## src/rtl/address_generator_mc.sv

```systemverilog
// Multi-channel BRAM address generator: one shared word counter, per-channel delayed byte addresses.
// Optional ADDR_GEN_DECIMATE_EN adds a decim port that slows the counter to one step every decim+1 cycles.
module address_generator_mc #(
   parameter int unsigned WIDTH = 8,
   parameter int unsigned N_CH  = 2
) (
   input  logic                         clk,
   input  logic                         rst,
   input  logic [31:0]                  cfg,
   input  logic [31:0]                  period,
   input  logic [N_CH*WIDTH-1:0]        delay,
`ifdef ADDR_GEN_DECIMATE_EN
   input  logic [15:0]                  decim,
`endif
   output logic [N_CH*(WIDTH+2)-1:0]    addr,
   output logic                         tvalid,
   output logic                         restart,
   output logic                         wrap
);

   localparam int unsigned AW = WIDTH + 2;
   localparam int unsigned SW = WIDTH + 1;
   localparam logic [WIDTH-1:0] PMAX = '1;

   typedef enum logic [1:0] {IDLE, RUN, DONE} state_t;

   state_t            state, state_nx;
   logic [WIDTH-1:0]  count, count_nx;
   logic [WIDTH-1:0]  pshad, pshad_nx;
   logic              first, first_nx;
   logic              cfg1_q;
   logic              rise;
   logic              tick;
   logic [WIDTH-1:0]  pclamp;

   // Stage 1: counter value captured with its flags and the period it belongs to
   logic              v1, r1, w1;
   logic [WIDTH-1:0]  c1, p1;
   logic [N_CH*AW-1:0] addr_nx;

   logic unused_cfg;
   assign unused_cfg = ^cfg[31:3];

   assign rise   = cfg[1] & ~cfg1_q;
   assign pclamp = (period > 32'(PMAX)) ? PMAX : period[WIDTH-1:0];

`ifdef ADDR_GEN_DECIMATE_EN
   logic [15:0] dcnt, dcnt_nx, dshad, dshad_nx;
   assign tick = (dcnt == 16'd0);

   // Decimation phase counter; its length is resampled at each wrap
   always_comb begin
      dcnt_nx  = dcnt;
      dshad_nx = dshad;
      case (state)
         IDLE: begin
            dcnt_nx = '0;
            if (cfg[0]) dshad_nx = decim;
         end
         RUN: begin
            if (tick && count == pshad) begin
               dshad_nx = decim;
               dcnt_nx  = (decim == 16'd0) ? 16'd0 : 16'd1;
            end else begin
               dcnt_nx  = (dcnt >= dshad) ? 16'd0 : dcnt + 16'd1;
            end
            if (rise) dcnt_nx = '0;
         end
         default: dcnt_nx = '0;
      endcase
   end

   always_ff @(posedge clk or posedge rst) begin
      if (rst) begin
         dcnt  <= '0;
         dshad <= '0;
      end else begin
         dcnt  <= dcnt_nx;
         dshad <= dshad_nx;
      end
   end
`else
   assign tick = 1'b1;
`endif

   always_ff @(posedge clk or posedge rst) begin
      if (rst) begin
         state  <= IDLE;
         count  <= '0;
         pshad  <= PMAX;
         first  <= 1'b0;
         cfg1_q <= 1'b0;
      end else begin
         state  <= state_nx;
         count  <= count_nx;
         pshad  <= pshad_nx;
         first  <= first_nx;
         cfg1_q <= cfg[1];
      end
   end

   always_comb begin
      state_nx = state;
      count_nx = count;
      pshad_nx = pshad;
      first_nx = first;
      case (state)
         IDLE: begin
            count_nx = '0;
            first_nx = 1'b1;
            if (cfg[0]) begin
               state_nx = RUN;
               pshad_nx = pclamp;
            end
         end
         RUN: begin
            if (tick && count == pshad) pshad_nx = pclamp;
            if (!cfg[0]) begin
               state_nx = IDLE;
            end else if (rise) begin
               count_nx = '0;
               first_nx = 1'b1;
            end else if (tick) begin
               first_nx = 1'b0;
               if (count == pshad) begin
                  count_nx = '0;
                  if (cfg[2]) state_nx = DONE;
               end else begin
                  count_nx = count + WIDTH'(1);
               end
            end
         end
         DONE: begin
            if (!cfg[0]) begin
               state_nx = IDLE;
            end else if (rise) begin
               state_nx = RUN;
               count_nx = '0;
               first_nx = 1'b1;
            end
         end
         default: state_nx = IDLE;
      endcase
   end

   always_ff @(posedge clk or posedge rst) begin
      if (rst) begin
         v1 <= 1'b0;
         r1 <= 1'b0;
         w1 <= 1'b0;
         c1 <= '0;
         p1 <= '0;
      end else begin
         v1 <= (state == RUN) && tick;
         r1 <= first;
         w1 <= (count == pshad);
         c1 <= count;
         p1 <= pshad;
      end
   end

   // Stage 2: per-channel modular add of the (pre-reduced) delay
   always_comb begin
      logic [SW-1:0] pw, d, s;
      pw      = {1'b0, p1} + SW'(1);
      d       = '0;
      s       = '0;
      addr_nx = '0;
      for (int k = 0; k < N_CH; k++) begin
         d = {1'b0, delay[k*WIDTH +: WIDTH]};
         if (d > {1'b0, p1}) d = d - pw;
         s = {1'b0, c1} + d;
         if (s > {1'b0, p1}) s = s - pw;
         addr_nx[k*AW +: AW] = {s[WIDTH-1:0], 2'b00};
      end
   end

   always_ff @(posedge clk or posedge rst) begin
      if (rst) begin
         addr    <= '0;
         tvalid  <= 1'b0;
         restart <= 1'b0;
         wrap    <= 1'b0;
      end else begin
         if (v1) addr <= addr_nx;
         tvalid  <= v1;
         restart <= v1 & r1;
         wrap    <= v1 & w1;
      end
   end

endmodule
```

## config.mk

```make
export PLATFORM = sky130hd
export DESIGN_NAME = address_generator_mc
export DESIGN_NICKNAME = d
export VERILOG_FILES = /design/src/rtl/address_generator_mc.sv
export SDC_FILE = /design/constraint.sdc
export NUM_CORES = 1
export LEC_CHECK = 0
export BUFFER_PORTS_ARGS = -buffer_cell sky130_fd_sc_hd__buf_2
export CAP_MARGIN = 0
export CORE_MARGIN = 2
export CORE_UTILIZATION = 51
export CTS_CLUSTER_SIZE = 25
export DETAILED_ROUTE_END_ITERATION = 6
export GPL_TIMING_DRIVEN = 0
export PLACE_DENSITY = 0.83
export RECOVER_POWER = 50
export SETUP_SLACK_MARGIN = 0.1
export SLEW_MARGIN = 25
export SYNTH_ARGS = -nofsm -noshare
export SYNTH_HDL_FRONTEND = slang
export SYNTH_SLANG_ARGS = --single-unit
```

## constraint.sdc

```tcl
create_clock -name clk -period 5.2 [get_ports clk]
set_clock_uncertainty 0.1 [all_clocks]
set_input_delay 0.78 -clock clk [delete_from_list [all_inputs] [get_ports clk]]
set_output_delay 0.78 -clock clk [all_outputs]
set_load 0.05 [all_outputs]
```

==> reports/metrics.cfg, run 1 <==
[outcome]
status=finished with violations
violations=max-capacitance violations, max-slew violations, negative setup slack

[critical_path]
path_common_cell=maj3_2
max_stage_delay_ns=0.47
worstSetupStartpoint=p1[0]
required_ns=5.37
r2r-start=p1[0]
crit_buf_inv=1
critical_path.cell_chain=ha_4 -> inv_8 -> fa_2 -> maj3_2 -> maj3_2 -> maj3_2 -> a21oi_2 -> xnor2_1 -> mux2_4 -> ha_4 -> a21oi_4 -> xnor2_2 -> ha_1 -> nand2_2 -> a211o_1 -> a21oi_4 -> a31oi_4 -> nor3_4 -> mux2i_2 -> mux2_4
path_class=reg -> reg
cpLargestDelayFamily=adder cells
cp-start-kind=flop
crit_path_end_kind=flop
critPathMaxFanout=8
crit_slowest_cell=dfrtp_2
worst_ep_arrival_time_ns=5.56

[timing]
slew_headroom=-0.585
setup_viol=7
hold_viol=0
worst_pin_slew_ns=2.37
max_freq_ghz=0.185
fin_crit_sh=1.04
maxSlewViolCount=59
min_period_ns=5.39
finalSetupTns_ns=-0.734
rsz0062_at_grt=yes
setup_slack_ns=-0.194

[cts]
htree_levels=3
clock-root-buffer=clkbuf_8
clk_latency_ns=0.34
cts_buffers=9
cts_tree=built
clk_path_buf_depth=2
clk_pin_slew_worst_paths_ns=0.07
clock_sinks=58

[route]
wire_per_inst_um=17.5
vias=5151
drt-initial-drc-count=333
wirelength_mm=15.3
drc=0
ant_nets=0
via_per_inst=5.89
drt-pass1-iter-count=6

[synthesis]
synthFlopType=dfrtp_1
syn_area_per_cell_um2=8.69
synth.distinct_cells=61
synth.most_common_cell=ha_1
synth.area.top_cells=dfrtp_1 (24%), ha_1 (16%), xnor2_1 (7.6%)
synthesis.area_um2=5310
synth_edf_count=0
yosysTopAreaCell=dfrtp_1
ys_warn_count=0
synth_top_cells_by_count=ha_1 (66), nor2_1 (59), dfrtp_1 (50)
synth-seq-cells=58
synthArstFlopShare=1.00
ys_seq_area_frac=0.275
synth_top_cell_area_share=0.236
syn_inst=611

[floorplan]
die_h_um=106
core_um2=10200
start_util=0.519
num_rows=37
fp.dieW_um=106
die_area_um2=11200
ios=105

[final_layout]
nets=887
drive_gt1_frac=0.321
antennaDiodeCount=0
syn2layout_area_growth_pct=31.0
fin_area_um2=6950
final_cells=874

[power]
vdd_drop_max_v=0.000225
power_density_nw_per_um2=189
leakage_nw=3.10
finalPower_mw=1.31

[worst_hold_path]
min_from=first
hold_path_class=reg -> reg

[global_routing]
antenna_found_initial=0
grt_pass1_vias=5063
grt_usage=0.275
grt_max_degree=59
grt-ovfl-total=0
grt_pass1_wl_mm=24.4

[placed_design]
post_dp_cell_area_um2=6010
dp_cells=821
dp_hpwl_mm=11.1
numPortBuffers=71
place_congestion=1.00

[flow_run]
max_cap_viol_count=1

power breakdown:
group          switching, mW  internal [mW]  leakage (nW)  total, mW
Sequential            0.0161          0.476         0.662      0.492
Combinational          0.243          0.141          2.33      0.384
Clock                  0.176          0.260         0.107      0.436
worst paths after layout:
path                            cells after the start  slack, ns      end
worst max-delay path                               20      -0.19  addr[2]
worst min-delay path                                0       0.28       r1
worst max register to register                     20      -0.19  addr[2]
worst min register to register                      0       0.28       r1
max in group asynchronous                           2       2.81    p1[0]
min in group asynchronous                           2       0.97   cfg1_q
timing repair:
item / in CTS / in global routing
setup endpoints to repair: 16 / 16
hold buffers: 0 / 0
resized for setup: 56 / 46
pin swaps: 30 / 33
setup buffers: 25 / 13
cells in the final DEF (no fill, tap or decap), types with 5 or more instances in the layout:
master    count
buf_2        70
nor2_1       57
ha_1         55
dfrtp_1      46
buf_4        43
xnor2_1      34
o21ai_0      32
nand2_1      30
inv_1        30
a21oi_1      29
nand3_1      24
and3_1       13
clkbuf_8     13
a21o_1       11
nand4_1      10
xnor2_2      10
a31oi_1      10
clkbuf_1     10
nor2b_1       9
nand2b_1      9
xor2_1        8
ha_4          8
dfstp_1       8
a21oi_2       7
maj3_2        6
inv_2         6
nor4_1        6
or3_1         5
o21a_1        5
maj3_1        5
nor3_1        5
a21oi_4       5
final cells by class:
cell class | instances | area (µm²)
Clock inverter | 2 | 35.0
Fill cell | 785 | 3280
Tap cell | 136 | 170
Buffer | 16 | 95.1
Clock buffer | 14 | 173
Timing Repair Buffer | 109 | 646
Multi-Input combinational cell | 497 | 4180
Inverter | 42 | 188
Sequential cell | 58 | 1470
routing by layer:
layer / up-vias / routed length, µm / track usage
met5: - / 0 / 0
met4: 0 / 444 / 0.0921
met1: 2476 / 6340 / 0.346
li1: 2432 / - / -
met2: 200 / 7600 / 0.483
met3: 43 / 921 / 0.0411
through the flow:
| stage | utilization | hold WS [ns] | worst slack [ns] |
|---|---|---|---|
| floorplan | - | 0.254 | -0.0129 |
| global placement | 0.587 | 0.265 | -0.798 |
| detailed placement | 0.588 | 0.272 | -0.912 |
| CTS | 0.651 | 0.289 | -0.119 |
| global route | 0.679 | 0.302 | -0.338 |
| finish | 0.679 | 0.284 | -0.194 |
cell families after synthesis:
kind of cell | after synthesis | synth area share
AND/OR/NAND/NOR | 193 | 0.182
AO/OA/AOI/OAI | 149 | 0.181
adder cells (fa/ha/maj) | 83 | 0.200
buffers and inverters | 59 | 0.0448
XOR/XNOR | 58 | 0.0957
flip-flops | 58 | 0.275
multiplexers | 10 | 0.0203
other | 1 | 0.000707
state kept, by name, summed over array words and instances, names as in the netlist, 2 cells and up:
| register | cells |
|---|---|
| state | 2 |
| addr | 16 |
| pshad | 8 |
| c1 | 8 |
| count | 8 |
| p1 | 8 |
No activity file was read; power rests on OpenSTA's default activity.
==> run 2: changes to the inputs <==
ABC_AREA = 1   (was not set)
CORE_UTILIZATION = 52   (was 51)
==> run 2 against run 1 <==
The run ends with max-capacitance violations, max-slew violations left. Flip-flop and latch count unchanged. Cell count up 18%. Die area up 3.6%. Register-to-register slack improved by 0.57 ns. Hold slack lost 0.0044 ns. Area after synthesis increased by 5.8%. Sequential share of layout area is 1.3 points higher. Via count rose by 8.3%. Critical path depth rose by 7. Setup slack improved by 0.57 ns. Global-route usage down 1.3 points. Maximum frequency grew 12%. Critical path type unchanged.
==> reports/metrics.cfg, run 2 <==
[outcome]
status=finished with violations
violations=max-capacitance violations, max-slew violations

[critical_path]
reg2reg_slack_ns=0.38  ; +0.57 ns
r2r-end=addr[5]
worstSetupStartpoint=p1[0]
path_class=reg -> reg
crit_path_end_kind=flop
rr_worst_depth=27  ; +35%
critPathMaxFanout=10  ; +2
worst_ep_arrival_time_ns=4.95  ; -0.61 ns
required_ns=5.33  ; -0.04 ns
path_common_cell=nand2_1
max_stage_delay_ns=0.44  ; -0.03 ns
cp-start-kind=flop
cpLargestDelayFamily=simple AND/OR/NAND/NOR gates
r2r-start=p1[0]
crit_path_end=addr[5]
crit_buf_inv=4  ; +3
path_depth=27  ; +35%
crit_slowest_cell=dfrtp_2

[timing]
slew_headroom=-0.636  ; -0.0506
max_freq_ghz=0.207  ; +12%
rsz0062_at_grt=no
fin_crit_sh=0.927  ; -0.110
worst_pin_slew_ns=2.44  ; +0.0754 ns
setup_viol=0  ; -7
finalSetupTns_ns=0  ; +0.734 ns
hold_viol=0  ; unchanged
min_period_ns=4.82  ; -0.572 ns
maxSlewViolCount=59  ; unchanged

[synthesis]
yosys.area_share.simple=0.332  ; +0.149
synthesis.area_um2=5620  ; +5.8%
synth-seq-cells=58  ; unchanged
synth.most_common_cell=nand2_1
syn_inst=792  ; +30%
synth_compound_gate_area_share=0.112  ; -0.0694
synth.distinct_cells=44  ; -28%
synthFlopType=dfrtp_1
synth_edf_count=0  ; unchanged
synth_top_cells_by_count=nand2_1 (220), inv_1 (105), ha_1 (66)
ys_seq_area_frac=0.260  ; -0.0151
synth.area.top_cells=dfrtp_1 (22%), ha_1 (15%), nand2_1 (15%)
ys_warn_count=0  ; unchanged
muxShareOfSynthArea=0  ; -0.0203
synthAdderAreaFrac=0.168  ; -0.0312
synth_xor_area_frac=0.0452  ; -0.0505
synth_top_family_by_area=simple AND/OR/NAND/NOR gates
yosysTopAreaCell=dfrtp_1
synthArstFlopShare=1.00  ; unchanged
synth_top_cell_area_share=0.223  ; -0.0129
syn_area_per_cell_um2=7.09  ; -18%

[cts]
cts_buffers=9  ; unchanged
clk_path_buf_depth=2  ; unchanged
cts_tree=built
clk_pin_slew_worst_paths_ns=0.07  ; about the same
clock_sinks=58  ; unchanged
htree_levels=3  ; unchanged
clock-root-buffer=clkbuf_8
hold_buffers=0  ; unchanged
clk_latency_ns=0.33  ; about the same

[global_routing]
grt_usage=0.262  ; -0.0131
antenna_found_initial=0  ; unchanged
grt_pass1_vias=5342  ; +5.5%
grt_pass1_wl_mm=24.1  ; -1.2%
grt-ovfl-total=0  ; unchanged
grt_max_degree=59  ; unchanged

[route]
vias=5578  ; +8.3%
drt-initial-drc-count=343  ; +3.0%
ant_nets=0  ; unchanged
wire_per_inst_um=13.9  ; -21%
drc=0  ; unchanged
wirelength_mm=14.3  ; -6.3%
via_per_inst=5.42  ; -8.1%
drt-pass1-iter-count=6  ; unchanged

[final_layout]
syn2layout_area_growth_pct=16.5
fin_area_um2=6540  ; -5.9%
antennaDiodeCount=0  ; unchanged
final_cell_mix=nand2_1 (219), inv_1 (97), buf_2 (72)
final_common_cell=nand2_1
final_core_util=0.628  ; -0.0516
drive_gt1_frac=0.186  ; -0.135
fillerInstances=975  ; +24%
largest_reg_flops=16  ; unchanged
final_cells=1030  ; +18%
nets=1043  ; +18%
regMostFlops=addr

[flow_run]
max_cap_viol_count=1  ; unchanged

[placed_design]
dp_cells=1002  ; +22%
place_congestion=0.920  ; -8.1%
dp_hpwl_mm=10.9  ; -1.1%
post_dp_cell_area_um2=6150  ; +2.4%
numPortBuffers=71  ; unchanged

[worst_hold_path]
min_from=v1
hold_path_class=reg -> reg

[floorplan]
die_area_um2=11600  ; +3.6%
core_um2=10400  ; +1.8%
ios=105  ; unchanged
die_h_um=108  ; +1.8%
fp.dieW_um=108  ; +1.8%
start_util=0.539  ; +0.0203
num_rows=37  ; unchanged

run 2: how the worst min path moves through the flow:
stage / to / slack [ns] / depth (start not counted)
after CTS: tvalid / 0.28 / 0
after global placement: tvalid / 0.26 / 0
final: tvalid / 0.28 / 0
after global routing: tvalid / 0.29 / 0
after floorplan: tvalid / 0.25 / 0
after detailed placement: tvalid / 0.27 / 0
run 2: timing repair:
action,in CTS,in global routing
endpoints found under the setup margin,16,16
resized for setup,12,25
setup buffers,3,9
pin swaps,0,6
endpoints found under the hold margin,0,0
run 2: worst reg2reg max path, cell delays in order, from the launching register on:
cell      delay [ns]
dfrtp_2         0.44
inv_1           0.25
ha_1            0.32
nor3b_1         0.22
nand2_1         0.09
nand2_2         0.12
buf_4           0.19
nand2_1         0.08
o21ai_2         0.08
ha_2            0.24
inv_1           0.06
fa_1            0.41
o21ai_2         0.22
nand3_1         0.11
nand2_1         0.08
nand2_1         0.07
nand2_1         0.12
inv_1           0.07
ha_1            0.31
a21oi_1         0.20
o21ai_0         0.14
a21oi_1         0.15
o21bai_4        0.22
nand3_4         0.17
nand2_1         0.10
nand2_1         0.05
nand2_1         0.05
nand2_1         0.05
run 2: cell families (layout without fill, tap and decap cells):
kind of cell,after synthesis,in the layout
flip-flops,58,58
other,1,4
adder cells (fa/ha/maj),72,72
AND/OR/NAND/NOR,402,402
buffers and inverters,118,217
XOR/XNOR,29,29
AO/OA/AOI/OAI,112,112
run 2: metal layers:
metal / global-route usage / wire length, µm / part of all wire / up-vias
met1: 0.334 / 6230 / 0.43 / 2500
li1: - / - / - / 2810
met2: 0.444 / 6560 / 0.46 / 221
met5: 0 / 0 / 0 / -
met3: 0.0430 / 997 / 0.070 / 47
met4: 0.102 / 542 / 0.038 / 0
run 2: layout make-up:
type,instances,area (µm²),area share
sequential,58,1470,0.224
timing repair buffer,83,444,0.0679
inverter,108,420,0.0643
clock inverter,5,77.6,0.0119
buffer,10,62.6,0.00957
multi-input combinational,619,3760,0.575
tap,136,170,0.0260
clock buffer,11,141,0.0216
run 2: through the flow:
stage / hold WS, ns / setup slack [ns]
finish: 0.280 / 0.378
detailed placement: 0.266 / -0.414
floorplan: 0.252 / 0.527
global placement: 0.260 / -0.331
CTS: 0.283 / 0.101
global route: 0.294 / 0.0558
Power of run 2 is left out: the tool's default activity adds up to more than one toggle a clock period on the data nets, which glitch-free logic cannot reach.
